--- src/rtl/engine_ctrl_if.sv ---
// Control/handshake bundle between the engine sequencer and its sources/engine.
// Carries stat_frames/stat_stalls only when ENGINE_CTRL_STATS_EN is defined.
interface engine_ctrl_if #(
  parameter int WEIGHT_WIDTH = 8,
  parameter int CNT_WIDTH    = 16
);
  logic                    start;
  logic [CNT_WIDTH-1:0]    cfg_frame_len;
  logic                    cfg_reuse;
  logic                    busy;
  logic [WEIGHT_WIDTH-1:0] wgt_data;
  logic                    wgt_valid;
  logic                    wgt_ready;
  logic [WEIGHT_WIDTH-1:0] eng_weight;
  logic                    eng_weight_valid;
  logic                    img_valid;
  logic                    img_ready;
  logic                    eng_image_valid;
  logic                    res_valid;
  logic                    res_last;
  logic                    frame_done;
`ifdef ENGINE_CTRL_STATS_EN
  logic [31:0]             stat_frames;
  logic [31:0]             stat_stalls;

  modport master (
    output start, cfg_frame_len, cfg_reuse, wgt_data, wgt_valid, img_valid,
    input  busy, wgt_ready, eng_weight, eng_weight_valid, img_ready, eng_image_valid,
           res_valid, res_last, frame_done, stat_frames, stat_stalls
  );
  modport slave (
    input  start, cfg_frame_len, cfg_reuse, wgt_data, wgt_valid, img_valid,
    output busy, wgt_ready, eng_weight, eng_weight_valid, img_ready, eng_image_valid,
           res_valid, res_last, frame_done, stat_frames, stat_stalls
  );
`else
  modport master (
    output start, cfg_frame_len, cfg_reuse, wgt_data, wgt_valid, img_valid,
    input  busy, wgt_ready, eng_weight, eng_weight_valid, img_ready, eng_image_valid,
           res_valid, res_last, frame_done
  );
  modport slave (
    input  start, cfg_frame_len, cfg_reuse, wgt_data, wgt_valid, img_valid,
    output busy, wgt_ready, eng_weight, eng_weight_valid, img_ready, eng_image_valid,
           res_valid, res_last, frame_done
  );
`endif
endinterface

--- src/rtl/engine_ctrl.sv ---
// Convolution engine sequencer: kernel weight load, frame admission, result tracking.
// Optional frame/stall counters enabled by defining ENGINE_CTRL_STATS_EN.
module engine_ctrl #(
  parameter int WEIGHT_WIDTH  = 8,
  parameter int KERNEL_WIDTH  = 3,
  parameter int KERNEL_HEIGHT = 3,
  parameter int PIPE_LATENCY  = 4,
  parameter int CNT_WIDTH     = 16
) (
  input logic         clk,
  input logic         rst,
  engine_ctrl_if.slave bus
);
  localparam int KERNEL_NB = KERNEL_WIDTH * KERNEL_HEIGHT;
  localparam int WCNT_W    = $clog2(KERNEL_NB + 1);
  localparam logic [WCNT_W-1:0] WCNT_LAST = WCNT_W'(KERNEL_NB - 1);

  typedef enum logic [2:0] {StIdle, StLoad, StStream, StDrain, StDone} state_t;

  state_t                  r_state, w_state_next;
  logic [CNT_WIDTH-1:0]    r_len, r_icnt;
  logic [WCNT_W-1:0]       r_wcnt;
  logic                    r_loaded;
  logic [WEIGHT_WIDTH-1:0] r_eng_weight;
  logic                    r_eng_weight_valid;
  logic [PIPE_LATENCY-1:0] r_pipe_valid, r_pipe_last;

  logic w_wgt_ready, w_img_ready, w_frame_done;
  logic w_wgt_hs, w_img_hs, w_last_beat;

  assign w_wgt_hs    = bus.wgt_valid & w_wgt_ready;
  assign w_img_hs    = bus.img_valid & w_img_ready;
  // r_icnt never reaches r_len, so a full-scale length cannot wrap the compare
  assign w_last_beat = (r_icnt == (r_len - CNT_WIDTH'(1)));

  always_comb begin
    w_state_next = r_state;
    w_wgt_ready  = 1'b0;
    w_img_ready  = 1'b0;
    w_frame_done = 1'b0;
    case (r_state)
      StIdle: begin
        if (bus.start) begin
          if (bus.cfg_frame_len == '0)           w_state_next = StDone;
          else if (r_loaded && bus.cfg_reuse)    w_state_next = StStream;
          else                                   w_state_next = StLoad;
        end
      end
      StLoad: begin
        w_wgt_ready = 1'b1;
        if (bus.wgt_valid && (r_wcnt == WCNT_LAST)) w_state_next = StStream;
      end
      StStream: begin
        w_img_ready = 1'b1;
        if (bus.img_valid && w_last_beat) w_state_next = StDrain;
      end
      StDrain: begin
        if (r_pipe_last[PIPE_LATENCY-1]) w_state_next = StDone;
      end
      StDone: begin
        w_frame_done = 1'b1;
        w_state_next = StIdle;
      end
      default: w_state_next = StIdle;
    endcase
  end

  always_ff @(posedge clk or posedge rst) begin
    if (rst) begin
      r_state            <= StIdle;
      r_len              <= '0;
      r_icnt             <= '0;
      r_wcnt             <= '0;
      r_loaded           <= 1'b0;
      r_eng_weight       <= '0;
      r_eng_weight_valid <= 1'b0;
      r_pipe_valid       <= '0;
      r_pipe_last        <= '0;
    end else begin
      r_state            <= w_state_next;
      r_eng_weight_valid <= w_wgt_hs;
      if (w_wgt_hs) r_eng_weight <= bus.wgt_data;

      if (r_state == StIdle && bus.start) begin
        r_len  <= bus.cfg_frame_len;
        r_icnt <= '0;
        r_wcnt <= '0;
        if (w_state_next == StLoad) r_loaded <= 1'b0;
      end

      if (w_wgt_hs) begin
        if (r_wcnt == WCNT_LAST) begin
          r_wcnt   <= '0;
          r_loaded <= 1'b1;
        end else begin
          r_wcnt <= r_wcnt + WCNT_W'(1);
        end
      end

      if (w_img_hs) r_icnt <= r_icnt + CNT_WIDTH'(1);

      // Models the engine pipeline; shifts unconditionally
      r_pipe_valid[0] <= w_img_hs;
      r_pipe_last[0]  <= w_img_hs & w_last_beat;
      for (int i = 1; i < PIPE_LATENCY; i++) begin
        r_pipe_valid[i] <= r_pipe_valid[i-1];
        r_pipe_last[i]  <= r_pipe_last[i-1];
      end
    end
  end

  assign bus.busy             = (r_state != StIdle);
  assign bus.wgt_ready        = w_wgt_ready;
  assign bus.eng_weight       = r_eng_weight;
  assign bus.eng_weight_valid = r_eng_weight_valid;
  assign bus.img_ready        = w_img_ready;
  assign bus.eng_image_valid  = w_img_hs;
  assign bus.res_valid        = r_pipe_valid[PIPE_LATENCY-1];
  assign bus.res_last         = r_pipe_valid[PIPE_LATENCY-1] & r_pipe_last[PIPE_LATENCY-1];
  assign bus.frame_done       = w_frame_done;

`ifdef ENGINE_CTRL_STATS_EN
  logic [31:0] r_stat_frames, r_stat_stalls;

  always_ff @(posedge clk or posedge rst) begin
    if (rst) begin
      r_stat_frames <= '0;
      r_stat_stalls <= '0;
    end else begin
      if (w_frame_done && (r_stat_frames != '1)) r_stat_frames <= r_stat_frames + 32'd1;
      if ((r_state == StStream) && !bus.img_valid && (r_stat_stalls != '1)) begin
        r_stat_stalls <= r_stat_stalls + 32'd1;
      end
    end
  end

  assign bus.stat_frames = r_stat_frames;
  assign bus.stat_stalls = r_stat_stalls;
`endif
endmodule

--- src/flat_wrapper.sv ---
// flat-port wrapper written by rule: the top's interface ports become plain ports
module engine_ctrl_flat 
#(
  parameter int WEIGHT_WIDTH  = 8,
  parameter int KERNEL_WIDTH  = 3,
  parameter int KERNEL_HEIGHT = 3,
  parameter int PIPE_LATENCY  = 4,
  parameter int CNT_WIDTH     = 16
)
  (clk, rst, bus_start, bus_cfg_frame_len, bus_cfg_reuse, bus_wgt_data, bus_wgt_valid, bus_img_valid, bus_busy, bus_wgt_ready, bus_eng_weight, bus_eng_weight_valid, bus_img_ready, bus_eng_image_valid, bus_res_valid, bus_res_last, bus_frame_done);
  engine_ctrl_if #(.WEIGHT_WIDTH(WEIGHT_WIDTH), .CNT_WIDTH(CNT_WIDTH)) bus_i ();
  input logic clk;
  input logic rst;
  input wire logic [$bits(bus_i.start)-1:0] bus_start;
  input wire logic [$bits(bus_i.cfg_frame_len)-1:0] bus_cfg_frame_len;
  input wire logic [$bits(bus_i.cfg_reuse)-1:0] bus_cfg_reuse;
  input wire logic [$bits(bus_i.wgt_data)-1:0] bus_wgt_data;
  input wire logic [$bits(bus_i.wgt_valid)-1:0] bus_wgt_valid;
  input wire logic [$bits(bus_i.img_valid)-1:0] bus_img_valid;
  output wire logic [$bits(bus_i.busy)-1:0] bus_busy;
  output wire logic [$bits(bus_i.wgt_ready)-1:0] bus_wgt_ready;
  output wire logic [$bits(bus_i.eng_weight)-1:0] bus_eng_weight;
  output wire logic [$bits(bus_i.eng_weight_valid)-1:0] bus_eng_weight_valid;
  output wire logic [$bits(bus_i.img_ready)-1:0] bus_img_ready;
  output wire logic [$bits(bus_i.eng_image_valid)-1:0] bus_eng_image_valid;
  output wire logic [$bits(bus_i.res_valid)-1:0] bus_res_valid;
  output wire logic [$bits(bus_i.res_last)-1:0] bus_res_last;
  output wire logic [$bits(bus_i.frame_done)-1:0] bus_frame_done;
  assign bus_i.start = bus_start;
  assign bus_i.cfg_frame_len = bus_cfg_frame_len;
  assign bus_i.cfg_reuse = bus_cfg_reuse;
  assign bus_i.wgt_data = bus_wgt_data;
  assign bus_i.wgt_valid = bus_wgt_valid;
  assign bus_i.img_valid = bus_img_valid;
  assign bus_busy = bus_i.busy;
  assign bus_wgt_ready = bus_i.wgt_ready;
  assign bus_eng_weight = bus_i.eng_weight;
  assign bus_eng_weight_valid = bus_i.eng_weight_valid;
  assign bus_img_ready = bus_i.img_ready;
  assign bus_eng_image_valid = bus_i.eng_image_valid;
  assign bus_res_valid = bus_i.res_valid;
  assign bus_res_last = bus_i.res_last;
  assign bus_frame_done = bus_i.frame_done;
  engine_ctrl #(.WEIGHT_WIDTH(WEIGHT_WIDTH), .KERNEL_WIDTH(KERNEL_WIDTH), .KERNEL_HEIGHT(KERNEL_HEIGHT), .PIPE_LATENCY(PIPE_LATENCY), .CNT_WIDTH(CNT_WIDTH)) u_core (.clk(clk), .rst(rst), .bus(bus_i));
endmodule
--- config.mk ---
export PLATFORM = sky130hd
export DESIGN_NAME = engine_ctrl_flat
export DESIGN_NICKNAME = d
export VERILOG_FILES = /design/src/rtl/engine_ctrl_if.sv /design/src/rtl/engine_ctrl.sv /design/src/flat_wrapper.sv
export SDC_FILE = /design/constraint.sdc
export NUM_CORES = 1
export LEC_CHECK = 0
export ABC_AREA = 1
export CORE_MARGIN = 3
export CORE_UTILIZATION = 55
export CTS_CLUSTER_SIZE = 20
export DETAILED_ROUTE_END_ITERATION = 7
export HOLD_SLACK_MARGIN = 0.1
export PLACE_DENSITY = 0.81
export SLEW_MARGIN = 25
export SYNTH_ARGS = -nofsm -noshare
export SYNTH_HDL_FRONTEND = slang
export SYNTH_SLANG_ARGS = --single-unit
export TNS_END_PERCENT = 1
--- constraint.sdc ---
create_clock -name clk -period 2.1 [get_ports clk]
set_input_delay 0.42 -clock clk [delete_from_list [all_inputs] [get_ports clk]]
set_output_delay 0.42 -clock clk [all_outputs]
set_load 0.03 [all_outputs]
==> results.cfg, run 1 <==
[timing]
rsz0062_at_grt = yes
hold-worst-slack_ns = 0.3511
fin_ws_ns = 0.1491
fmax_mhz = 512.6
slew_headroom_pct = 73.65
min_period_ns = 1.951
fin_skew_ns = 0.008059
finalHoldViolations = 0
slew_viol_final = 0
fin_crit_sh_pct = 92.90
worstMarginPinSlew_ns = 0.3902
setup-violations-final = 0

[final_layout]
layout.filler_cells = 457
multi_input_area_mm2 = 0.001470
num_antenna_cells = 0
design_area_mm2 = 0.003925
syn_to_final_growth_pct = 23.26
final_cell_mix = 132 x nand2_1, 61 x inv_1, 57 x dfrtp_1
regArea_mm2 = 0.001426
nets = 513
mostFrequentLayoutCell = nand2_1
layout-drive-gt1-share_pct = 9.091
final_cell_count_no_fill = 556

[floorplan]
ioPinCount = 46
core_mm2 = 0.005540
rows = 27
fp.dieW_um = 82.09
die_h_um = 82.09
start_util_pct = 57.48
die-area_mm2 = 0.006739

[place]
globalplace.congestion = 0.8882
place_hpwl_mm = 5.342
dpl-instance-area_mm2 = 0.003736
post-place-cells = 540
place_ws_ns = 0.1570
port_buffers = 45

[min_path]
hold_class = reg2reg

[worst_setup_path]
path_cells = inv_1 -> nor2_1 -> nand2_1 -> inv_1 -> dlygate4sd2_1
path_class = reg2out
slowest_delay_ns = 0.46
crit_path_top_delay_cell = dfrtp_1
cp_num_buf_inv = 3
end_kind = output pin
critPathTopFamily = buffers and inverters
cp.arrival_ns = 1.53
cpMostUsedCell = inv_1
crit_required_ns = 1.68
start_kind = register
path_max_fanout = 5

[logic_synthesis]
synth_cells = 426
synth_area_mm2 = 0.003184
ys_warn_count = 0
ys_seq_elements = 57
synth.distinct_cells = 34
yosysSeqAreaShare_pct = 44.79
synth_nets = 460
syn_area_per_cell_um2 = 7.475

[pwr]
p_switching_uw = 2037
p_per_area_mw_per_mm2 = 1218
p_seq_share_pct = 36.0
p_clk_share_pct = 20.7
leakagePower_uw = 0.002010
p_int_uw = 2744
peakVddDrop_uv = 838.0
power.share.switching_pct = 42.61
pwr-share-comb_pct = 43.3

[flow_run]
maxCapViolations = 0

[global_route]
grt_pass1_vias = 2722
antenna_found_initial = 0
grt_pass1_wl_mm = 12.02
grt_overflow = 0
grt_max_degree = 45
track_usage_pct = 23.66

[clocking]
cts_root_buf = clkbuf_8
cts_tree = built
clkTransAtPathRegs_ns = 0.07
clockBufferDepth = 2
insertion_delay_ns = 0.34
clkSinkCount = 57
cts_max_level = 3
cts_inserted_buffers = 9

[drt]
drt_iter0_drc = 137
route.detailed.drc = 0
first_pass_iters = 7
vias = 2879
routed_wl_mm = 7.182
ant_nets = 0
wire_per_inst_um = 12.92
viasPerCell = 5.178

[run_status]
outcome = completed
==> sequential cells by signal, indices dropped and copies added (netlist names) <==
| register | flops |
|---|---|
| u_core.r_wcnt | 4 |
| u_core.bus.eng_weight_valid | 1 |
| u_core.bus.eng_weight | 8 |
| u_core.r_loaded | 1 |
| u_core.r_pipe_valid | 4 |
| u_core.r_state | 3 |
| u_core.r_icnt | 16 |
| u_core.r_pipe_last | 4 |
| u_core.r_len | 16 |
==> area by class of cell <==
cell class	instances	area share, %
inverters	65	6.280
multi-input cells	295	37.46
clock inverters	5	1.434
repair buffers	51	12.85
flip-flops and latches	57	36.34
clock buffers	11	3.347
well taps	72	2.295
==> power groups by stage <==
stage	combinational (uW)	sequential (uW)	clock, uW
final	2070	1720	991
after global routing	2320	1770	1070
after CTS	2070	1720	1010
after detailed placement	2070	1730	0
after global placement	2000	1720	0
after floorplan	1330	1820	0
==> final timing paths <==
path                                        startpoint                       end  slack, ns  depth (start not counted)
worst max-delay path                 u_core.r_state[0]             bus_wgt_ready       0.15                          5
worst min-delay path            u_core.r_pipe_valid[1]    u_core.r_pipe_valid[2]       0.35                          0
worst max register to register         u_core.r_len[0]         u_core.r_state[0]       0.20                         14
worst min register to register  u_core.r_pipe_valid[1]    u_core.r_pipe_valid[2]       0.35                          0
max in group asynchronous                          rst          u_core.r_icnt[3]       1.21                          3
min in group asynchronous                          rst  u_core.bus.eng_weight[0]       0.36                          2
==> worst reg2reg max path: cells and delay by family (launching register included) <==
family                   cells  cell delay (ns)
adder cells (fa/ha/maj)      1             0.33
buffers and inverters        2             0.14
AND/OR/NAND/NOR             11             0.97
flip-flops                   1             0.40
==> logic make-up (layout without fill, tap and decap cells) <==
family	after synthesis	after routing	share of synthesized area, %
AOI/OAI and AO/OA	46	46	7.898
and+or+nand+nor	229	229	32.18
adders and majority gates	4	4	1.572
DFF	57	57	44.79
xor gates and xnor gates	15	15	4.126
buffers and inverters	74	132	9.116
muxes	1	1	0.3144
==> Yosys cell counts (all sizes together) <==
cell type,count,share of area [%]
nand2,135,16
o21ai,31,4.9
buf,3,0.67
nand3b,8,1.9
a22oi,1,0.24
dfrtp,57,45
or2,2,0.39
mux2i,1,0.31
ha,4,1.6
nor4,3,0.79
nand3,25,4.2
o32ai,1,0.28
o311ai,1,0.28
clkbuf,6,0.71
nor3,3,0.83
inv,65,7.7
xor2,10,2.8
nand4,8,1.6
o22ai,5,0.98
a41oi,1,0.28
a31oi,1,0.20
a21oi,5,0.79
xnor2,5,1.4
nor2,45,6.3
==> repair_timing <==
item / 4_1_cts / 5_1_grt
setup endpoints to repair: 3 / 2
setup buffers: 0 / 0
cloned: 0 / 0
hold buffers: 0 / 0
resized for setup: 3 / 2
==> metrics by stage <==
step | TNS [ns] | power [uW] | utilization [%]
3_3_place_gp | 0 | 3717 | 67.43
6_report | 0 | 4781 | 70.84
4_1_cts | 0 | 4805 | 70.75
5_1_grt | -0.006043 | 5154 | 70.84
2_1_floorplan | 0 | 3152 | -
3_5_place_dp | 0 | 3798 | 67.43
==> metal layers <==
metal	wire length, um	track usage [%]	share of wire (%)
met1	3114	28.82	43
met2	3357	38.05	47
met3	547	8.351	7.6
met4	162	9.967	2.3
met5	0	0	0
Note: power is estimated with default switching activity, not from simulation.
==> inputs of run 2 (changes only) <==
- CTS_CLUSTER_DIAMETER: default -> 150
==> results of run 2 <==
The final DEF is identical to that of run 1; final timing and power are the same.
==> RTL edit: new RTL, flow settings as in run 2 <==
`PIPE_LATENCY` is set to 4 in 2 places; all go to 8.
--- a/src/rtl/engine_ctrl.sv
+++ b/src/rtl/engine_ctrl.sv
@@ -6,3 +6,3 @@
   parameter int KERNEL_HEIGHT = 3,
-  parameter int PIPE_LATENCY  = 4,
+  parameter int PIPE_LATENCY  = 8,
   parameter int CNT_WIDTH     = 16
--- a/src/flat_wrapper.sv
+++ b/src/flat_wrapper.sv
@@ -6,3 +6,3 @@
   parameter int KERNEL_HEIGHT = 3,
-  parameter int PIPE_LATENCY  = 4,
+  parameter int PIPE_LATENCY  = 8,
   parameter int CNT_WIDTH     = 16
Formal check against the unedited RTL: same outputs for any inputs over 10 cycles, from zero or initial values and one cycle with rst high; that may be too few to reach the edited logic, so the function may still have changed.
==> RTL edit against run 2 <==
- non-clock buffer count unchanged
- power grew 12%
- critical path type unchanged
- routed wire length grew 7.7%
- clock power rose by 23%
- design area rose by 6.2%
- fmax fell by 2.0%
- synthesized area up 6.3%
- highest routed layer unchanged
- sequential cell count is 8 higher
- setup slack lost 41 ps
- global-route usage down 0.40 points
- utilization grew 1.8 points
- register-to-register slack improved by 80 ps
==> RTL edit: results (changes against run 2) <==
Cells after DPL 544 (+0.74%); synth top area cells dfrtp_1 (48%), nand2_1 (15%), inv_1 (6.5%); Final Non-Filler Cells 560 (+0.72%); clk slew on worst S/H paths around 80 ps; Synthesis Warnings 0 (unchanged); critical path's largest stage delay 420 ps (-40 ps); asr flop ratio synth 1.00 (unchanged); ys flop type dfrtp_1; root buffer cell clkbuf_8; Placed Area 0.00395 mm2 (+5.7%); initial antenna violation count 0 (unchanged); initial DRC count 249 (+82%); CP Launch Point u_core.r_state[2]; clk_lat worst skew 350 ps; vias per std cell 5.18 (about the same); # diodes 0 (unchanged); Final Net Count 517 (+0.78%); Hold Startpoint u_core.r_pipe_valid[4]; Fillers 450 (-1.5%); TritonRoute pass-1 iters 6 (-1); synth cell count leaders nand2_1 (134), dfrtp_1 (65), inv_1 (59); Hold Buf Count CTS 0 (unchanged); slowest library cell on the worst path dfrtp_1; leakage 2.14 nW (+6.5%); sequential fraction of the synthesis area 0.480 (+0.0325); CP max FO 4 (-1); Peak VDD IR 0.799 mV (-4.6%); Num CTS Buffers 9 (unchanged); number of port buffers 45 (unchanged); reg2reg start u_core.r_icnt[0]; RePlAce Congestion 0.901 (+1.5%); Syn Inst Count 428 (+0.47%); GRT Util Overall 0.233 (-0.00403); H-Tree Depth 3 (unchanged); Rel. slew slack 0.700 (-0.0362); clk_skew 11.2 ps (+3.15 ps); syn_nets 462 (+0.43%); largest net degree at the start of global routing 66 (+47%); wire per inst 13.8 um (+7.0%); first-pass GRT wire length 13200 um (+10%); post-DP HPWL 5760 um (+7.8%); number of distinct library cells after synthesis 34 (unchanged); worst endpoint data arrival time 1570 ps (+40 ps); CTS Buffer Depth 2 (unchanged); EDFF count, synth 0 (unchanged); share of layout cells above drive strength 1 0.0963 (+0.00540); status complete, no violations; vias in the first global route 2836 (+4.2%); Pint 3.09 mW (+13%)
RTL edit: per-stage QoR:
stage	hold slack, ps	util	setup WS (ps)
final	351	0.726	109
after detailed placement	336	0.688	212
after global routing	358	0.726	16.8
after global placement	334	0.688	261
after floorplan	331	-	53.5
after CTS	353	0.726	91.8
RTL edit: timing repair:
action,CTS,global route
buffers inserted,0,0
resized for setup,4,0
endpoints found under the setup margin,4,0
RTL edit: path summary, 6_finish.rpt:
kind	end	slack [ps]	cells past startpoint
min in group asynchronous	u_core.r_pipe_valid[3]	460	3
min reg2reg	u_core.r_pipe_valid[5]	350	0
max reg2reg	u_core.r_icnt[14]	280	10
max	bus_img_ready	110	4
max in group asynchronous	u_core.r_len[4]	1360	3
min	u_core.r_pipe_valid[5]	350	0
RTL edit: power groups by stage:
stage	registers (mW)	clock network, mW	logic [mW]
2_1_floorplan	2.03	0	1.42
3_3_place_gp	1.95	0	2.12
3_5_place_dp	1.97	0	2.18
4_1_cts	1.94	1.24	2.18
5_1_grt	2.00	1.28	2.46
6_report	1.95	1.22	2.18
RTL edit: critical path, delay by kind of cell (launching register included):
family                 cells  cell delay (ps)
buffers and inverters      3              670
DFF                        1              420
and+or+nand+nor            1              120
RTL edit: layout make-up:
cell class	instances	area (um2)	share of cell area
clock buffer	9	124	0.0297
clock inverter	7	103	0.0246
inverter	62	233	0.0558
multi-input combinational	294	1490	0.358
sequential	65	1630	0.390
tap	72	90.1	0.0216
timing repair buffer	51	500	0.120
RTL edit: cell families after synthesis:
family / after synthesis / synth area share
flip-flops: 65 / 0.480
XOR/XNOR: 16 / 0.0414
AO/OA/AOI/OAI: 43 / 0.0691
AND/OR/NAND/NOR: 228 / 0.307
adder cells (fa/ha/maj): 4 / 0.0148
multiplexers: 3 / 0.00887
buffers and inverters: 69 / 0.0783
RTL edit: layer usage:
metal,global-route usage,vias to the layer above,routed length (um)
met3,0.0363,17,424
met1,0.308,1360,3390
met5,0,-,0
met4,0.0906,0,125
li1,-,1450,-
met2,0.386,73,3790
